### src/rtl/edulent_pkg.sv
// edulent_pkg: shared types for the Edulent memory arbiter
package edulent_pkg;

    typedef enum logic [1:0] {SHARED, DRAIN, LOCKED} arb_state_t;
    typedef enum logic {OWN_CORE, OWN_LDR} arb_owner_t;

endpackage

### src/rtl/edulent_mem_arbiter.sv
// edulent_mem_arbiter: single-port memory arbiter between core and loader with starvation guard and bus lock
module edulent_mem_arbiter
    import edulent_pkg::*;
#(
    parameter int ADDR_W     = 8,
    parameter int DATA_W     = 8,
    parameter int STARVE_MAX = 4
) (
    input  logic              i_clk,
    input  logic              i_rstn,
    input  logic              i_core_req,
    input  logic              i_core_we,
    input  logic [ADDR_W-1:0] i_core_addr,
    input  logic [DATA_W-1:0] i_core_wdata,
    output logic              o_core_gnt,
    output logic              o_core_stall,
    output logic              o_core_rvalid,
    output logic [DATA_W-1:0] o_core_rdata,
    input  logic              i_ldr_req,
    input  logic              i_ldr_we,
    input  logic [ADDR_W-1:0] i_ldr_addr,
    input  logic [DATA_W-1:0] i_ldr_wdata,
    input  logic              i_ldr_lock,
    output logic              o_ldr_gnt,
    output logic              o_ldr_locked,
    output logic              o_ldr_rvalid,
    output logic [DATA_W-1:0] o_ldr_rdata,
    output logic              o_mem_en,
    output logic              o_mem_we,
    output logic [ADDR_W-1:0] o_mem_addr,
    output logic [DATA_W-1:0] o_mem_wdata,
    input  logic [DATA_W-1:0] i_mem_rdata
);

    localparam logic [3:0] STARVE_LIM = 4'(STARVE_MAX);

    arb_state_t state, state_d;
    arb_owner_t rd_owner;
    logic       rd_pend;
    logic       rd_gnt;
    logic [3:0] starve_cnt;

    // Pick the winner for this cycle and steer its request onto the memory port
    always_comb begin
        o_core_gnt   = (state == SHARED) & i_core_req & (~i_ldr_req | (starve_cnt < STARVE_LIM));
        o_ldr_gnt    = i_ldr_req & ~o_core_gnt & ((state == SHARED) | (state == LOCKED));
        o_mem_en     = o_core_gnt | o_ldr_gnt;
        o_mem_we     = o_core_gnt ? i_core_we : (o_ldr_gnt & i_ldr_we);
        o_mem_addr   = o_core_gnt ? i_core_addr : o_ldr_gnt ? i_ldr_addr : '0;
        o_mem_wdata  = o_core_gnt ? i_core_wdata : o_ldr_gnt ? i_ldr_wdata : '0;
        o_core_stall = i_core_req & ~o_core_gnt;
        rd_gnt       = o_mem_en & ~o_mem_we;
    end

    // Lock sequencing; DRAIN waits until no read is left outstanding past this edge
    always_comb begin
        state_d = state;
        case (state)
            SHARED:  state_d = i_ldr_lock ? DRAIN : SHARED;
            DRAIN:   state_d = ~i_ldr_lock ? SHARED : rd_gnt ? DRAIN : LOCKED;
            LOCKED:  state_d = i_ldr_lock ? LOCKED : SHARED;
            default: state_d = SHARED;
        endcase
    end

    // State, starvation counter and read-return tracking
    always_ff @(posedge i_clk or negedge i_rstn) begin
        if (!i_rstn) begin
            state      <= SHARED;
            starve_cnt <= '0;
            rd_pend    <= 1'b0;
            rd_owner   <= OWN_CORE;
        end else begin
            state      <= state_d;
            starve_cnt <= ((state == LOCKED) | o_ldr_gnt | ~i_ldr_req) ? 4'd0 :
                          (o_core_gnt & (starve_cnt != STARVE_LIM)) ? starve_cnt + 4'd1 : starve_cnt;
            rd_pend    <= rd_gnt;
            rd_owner   <= o_ldr_gnt ? OWN_LDR : OWN_CORE;
        end
    end

    assign o_core_rvalid = rd_pend & (rd_owner == OWN_CORE);
    assign o_ldr_rvalid  = rd_pend & (rd_owner == OWN_LDR);
    assign o_core_rdata  = o_core_rvalid ? i_mem_rdata : '0;
    assign o_ldr_rdata   = o_ldr_rvalid ? i_mem_rdata : '0;
    assign o_ldr_locked  = (state == LOCKED) | ((state == DRAIN) & ~rd_pend & i_ldr_lock);

endmodule
### config.mk
export PLATFORM = sky130hd
export DESIGN_NAME = edulent_mem_arbiter
export DESIGN_NICKNAME = d
export VERILOG_FILES = /design/src/rtl/edulent_pkg.sv /design/src/rtl/edulent_mem_arbiter.sv
export SDC_FILE = /design/constraint.sdc
export NUM_CORES = 1
export LEC_CHECK = 0
export BUFFER_PORTS_ARGS = -buffer_cell sky130_fd_sc_hd__buf_2
export CORE_MARGIN = 1.5
export CORE_UTILIZATION = 25
export CTS_CLUSTER_DIAMETER = 200
export DETAILED_ROUTE_END_ITERATION = 16
export RECOVER_POWER = 100
export REMOVE_ABC_BUFFERS = 1
export SYNTH_ARGS = -nofsm -noshare
export SYNTH_HDL_FRONTEND = slang
export SYNTH_SLANG_ARGS = --single-unit
### constraint.sdc
create_clock -name i_clk -period 1.65 [get_ports i_clk]
set_input_delay 0.33 -clock i_clk [delete_from_list [all_inputs] [get_ports i_clk]]
set_output_delay 0.33 -clock i_clk [all_outputs]
set_load 0.05 [all_outputs]
==> run_results.csv <==
group,metric,value,unit
status,outcome,"finished, violations left",
global_routing,grt_max_degree,11,
critical_path,crit_arrival,1.65,ns
worst_hold_path,hp-start,"i_ldr_we",
drt,dr.pass1.iters,11,
power_and_ir_drop,switching_share,0.509,
synth,ys_seq_area_frac,0.264,
synth,synth_seq_cells,8,
synth,yosysMostFrequentCell,"a22o_1",
timing,max_freq,504,MHz
power_and_ir_drop,intPower,702,uW
timing,finalHoldViolations,0,
floorplanning,die_w,58.1,um
power_and_ir_drop,clockPowerShare,0.099,
synth,yosys_warnings,0,
clock_network,clock_path_buffers,2,
run,maxCapViolCount,0,
finish,fin_nets,237,
global_routing,grt_first_pass_wirelength,4200,um
synth,synth_flop_cell,"dfrtp_1",
critical_path,crit_type,"register to output pin",
timing,slew_headroom,0.714,
drt,drtIter0Drc,39,
floorplanning,coreArea,2830,um2
drt,routed_wl,2720,um
placed_design,dp_worst_setup_slack,-0.358,ns
global_routing,grt_antenna_before_repair,0,
critical_path,crit_start,"state[1]",
clock_network,insertion_delay,0.24,ns
synth,synth_top_area_share,0.264,
status,violations,"DRC, setup timing",
floorplanning,dieArea,3380,um2
power_and_ir_drop,p_seq_frac,0.163,
synth,synth_cells,84,
clock_network,cts_inserted_buffers,3,
power_and_ir_drop,p_sw,727,uW
placed_design,placed_area,1280,um2
timing,finalWorstPathRequiredPeriod,1.98,ns
critical_path,path_max_fanout,7,
drt,wl_per_cell,12.5,um
clock_network,htree_levels,1,
critical_path,path_delay_family,"simple AND/OR/NAND/NOR gates",
synth,synth_cell_types,29,
timing,drv_slew,0,
critical_path,cp_num_buf_inv,2,
floorplanning,initial_core_util,0.268,
finish,drive_gt1_frac,0.602,
drt,drcViolationCount,7,
synth,synthArstFlopShare,1.00,
clock_network,clkSlewWorstSetupHoldPaths,0.05,ns
critical_path,cpMaxStageDelayCell,"or3b_4",
critical_path,cp-start-kind,"register",
timing,worstMarginPinSlew,0.424,ns
critical_path,timing.rr.start,"state[1]",
clock_network,clock_sinks,8,
floorplanning,io_pins,87,
placed_design,hpwl,2140,um
global_routing,grt_pass1_vias,975,
critical_path,crit_chain,"or3b_4, nor2_4, buf_4, a22o_1, buf_6",
timing,rsz0062_at_grt,"yes",
critical_path,required,1.32,ns
synth,synth_area_leaders,"dfrtp_1 26%, a22o_1 20%, and2_1 8.2%",
synth,yosysTopAreaCell,"dfrtp_1",
finish,final_core_util,0.539,
clock_network,clockRootBuffer,"clkbuf_4",
global_routing,grt_overflow,0,
drt,vias,1076,
synth,synth_common_cells,"17 x a22o_1, 10 x and2_1, 8 x and3_1, 8 x dfrtp_1, 4 x nor2_1",
power_and_ir_drop,ir_drop,0.432,mV
timing,setup_viol,22,
worst_hold_path,hold_class,"primary input to register",
timing,tns,-6.38,ns
drt,via_per_inst,4.96,
timing,timing.final.crit_share,1.20,
critical_path,end_kind,"output pin",
floorplanning,rows,19,
power_and_ir_drop,leakage,0.849,nW
power_and_ir_drop,powerDensity,937,nW/um2
critical_path,slowest_delay,0.42,ns
timing,worst_slack,-0.335,ns
synth,synth_area,759,um2
floorplanning,die_h,58.1,um
placed_design,gp_congestion,0.716,
placed_design,io_buffers,86,
power_and_ir_drop,power,1.43,mW
finish,fin_area,1530,um2
power_and_ir_drop,combPwrFrac,0.738,
global_routing,grtUsageTotal,0.158,
drt,ant_nets,0,
synth,synth_edf_count,0,
finish,areaGrowthSynthToFinish,101,%
clock_network,cts_tree,"built",
synth,avgSynthCellArea,9.04,um2
timing,clock_skew,0.00260,ns
finish,diodes,0,
-- per-layer routing --
layer / track usage / routed length (um) / vias up
li1: - / - / 527
met1: 0.178 / 1040 / 482
met2: 0.308 / 1430 / 65
met3: 0.0156 / 226 / 2
met4: 0.0498 / 23 / 0
met5: 0 / 0 / -
-- through the flow --
stage | hold slack (ns) | instances
finish | 0.316 | 217
global route | 0.308 | 217
CTS | 0.295 | 217
detailed placement | 0.177 | 208
global placement | 0.174 | 208
floorplan | 0.0344 | 79
-- final cells by class --
| type | instances | area [um2] |
|---|---|---|
| multi-input cells | 70 | 558 |
| clock buffers | 3 | 22.5 |
| well taps | 31 | 38.8 |
| flip-flops and latches | 8 | 201 |
| inverters | 2 | 7.51 |
| repair buffers | 103 | 697 |
| fillers | 279 | 1300 |
-- power by group through the flow --
stage	logic [mW]	registers [mW]	clock network (mW)
2_1_floorplan	0.606	0.244	0
5_1_grt	1.10	0.236	0.159
3_3_place_gp	0.857	0.234	0
4_1_cts	1.05	0.230	0.149
6_report	1.05	0.233	0.142
3_5_place_dp	0.868	0.234	0
-- flip-flops by register name, summed over array words and instances, names as in the netlist --
| name | cells |
|---|---|
| rd_pend | 1 |
| state | 2 |
| rd_owner | 1 |
| starve_cnt | 4 |
-- cell families after synthesis --
kind of cell             count (synthesis)  share of synthesized area
AO/OA/AOI/OAI                           28                      0.285
XOR/XNOR                                 1                     0.0115
adder cells (fa/ha/maj)                  2                     0.0329
buffers and inverters                    7                     0.0643
flip-flops                               8                      0.264
multiplexers                             1                     0.0148
AND/OR/NAND/NOR                         37                      0.328
-- worst reg2reg max path: cells and delay by family, from the launching register on --
kind            cells  cell delay, ns
compound gates      1            0.10
buf+inv             2            0.27
flops               1            0.40
simple gates        2            0.72
-- repair_timing --
action / CTS / global route
hold endpoints to repair: 8 / 0
cloned: 1 / 0
setup buffers: 4 / 0
gates resized for setup: 53 / 2
hold buffers: 1 / 0
setup endpoints to repair: 30 / 30
pin swaps: 3 / 0
-- worst paths after layout --
| path | slack, ns | cells after the start | to |
|---|---|---|---|
| max | -0.33 | 5 | o_mem_wdata[1] |
| min | 0.32 | 2 | rd_pend |
| max reg2reg | 0.05 | 5 | rd_pend |
| min reg2reg | 0.61 | 2 | starve_cnt[2] |
| max in group asynchronous | 0.83 | 2 | starve_cnt[2] |
| min in group asynchronous | 0.52 | 2 | starve_cnt[1] |
-- cells in the final DEF, fill, tap and decap left out, types with 2 or more instances in the layout --
cell,Yosys,routed
a31oi_1,2,2
nand2b_1,2,2
buf_2,0,47
nand4_1,2,2
clkbuf_4,0,3
nor2_1,4,4
ha_1,2,2
clkbuf_2,0,16
clkbuf_1,2,2
dfrtp_1,8,7
a22o_1,17,17
and3_1,8,8
and2_1,10,7
o31ai_1,3,3
inv_1,2,2
and2_0,0,3
nor2_4,1,3
buf_4,0,15
a21oi_1,2,2
buf_6,3,21
(Power assumes the default switching activity.)
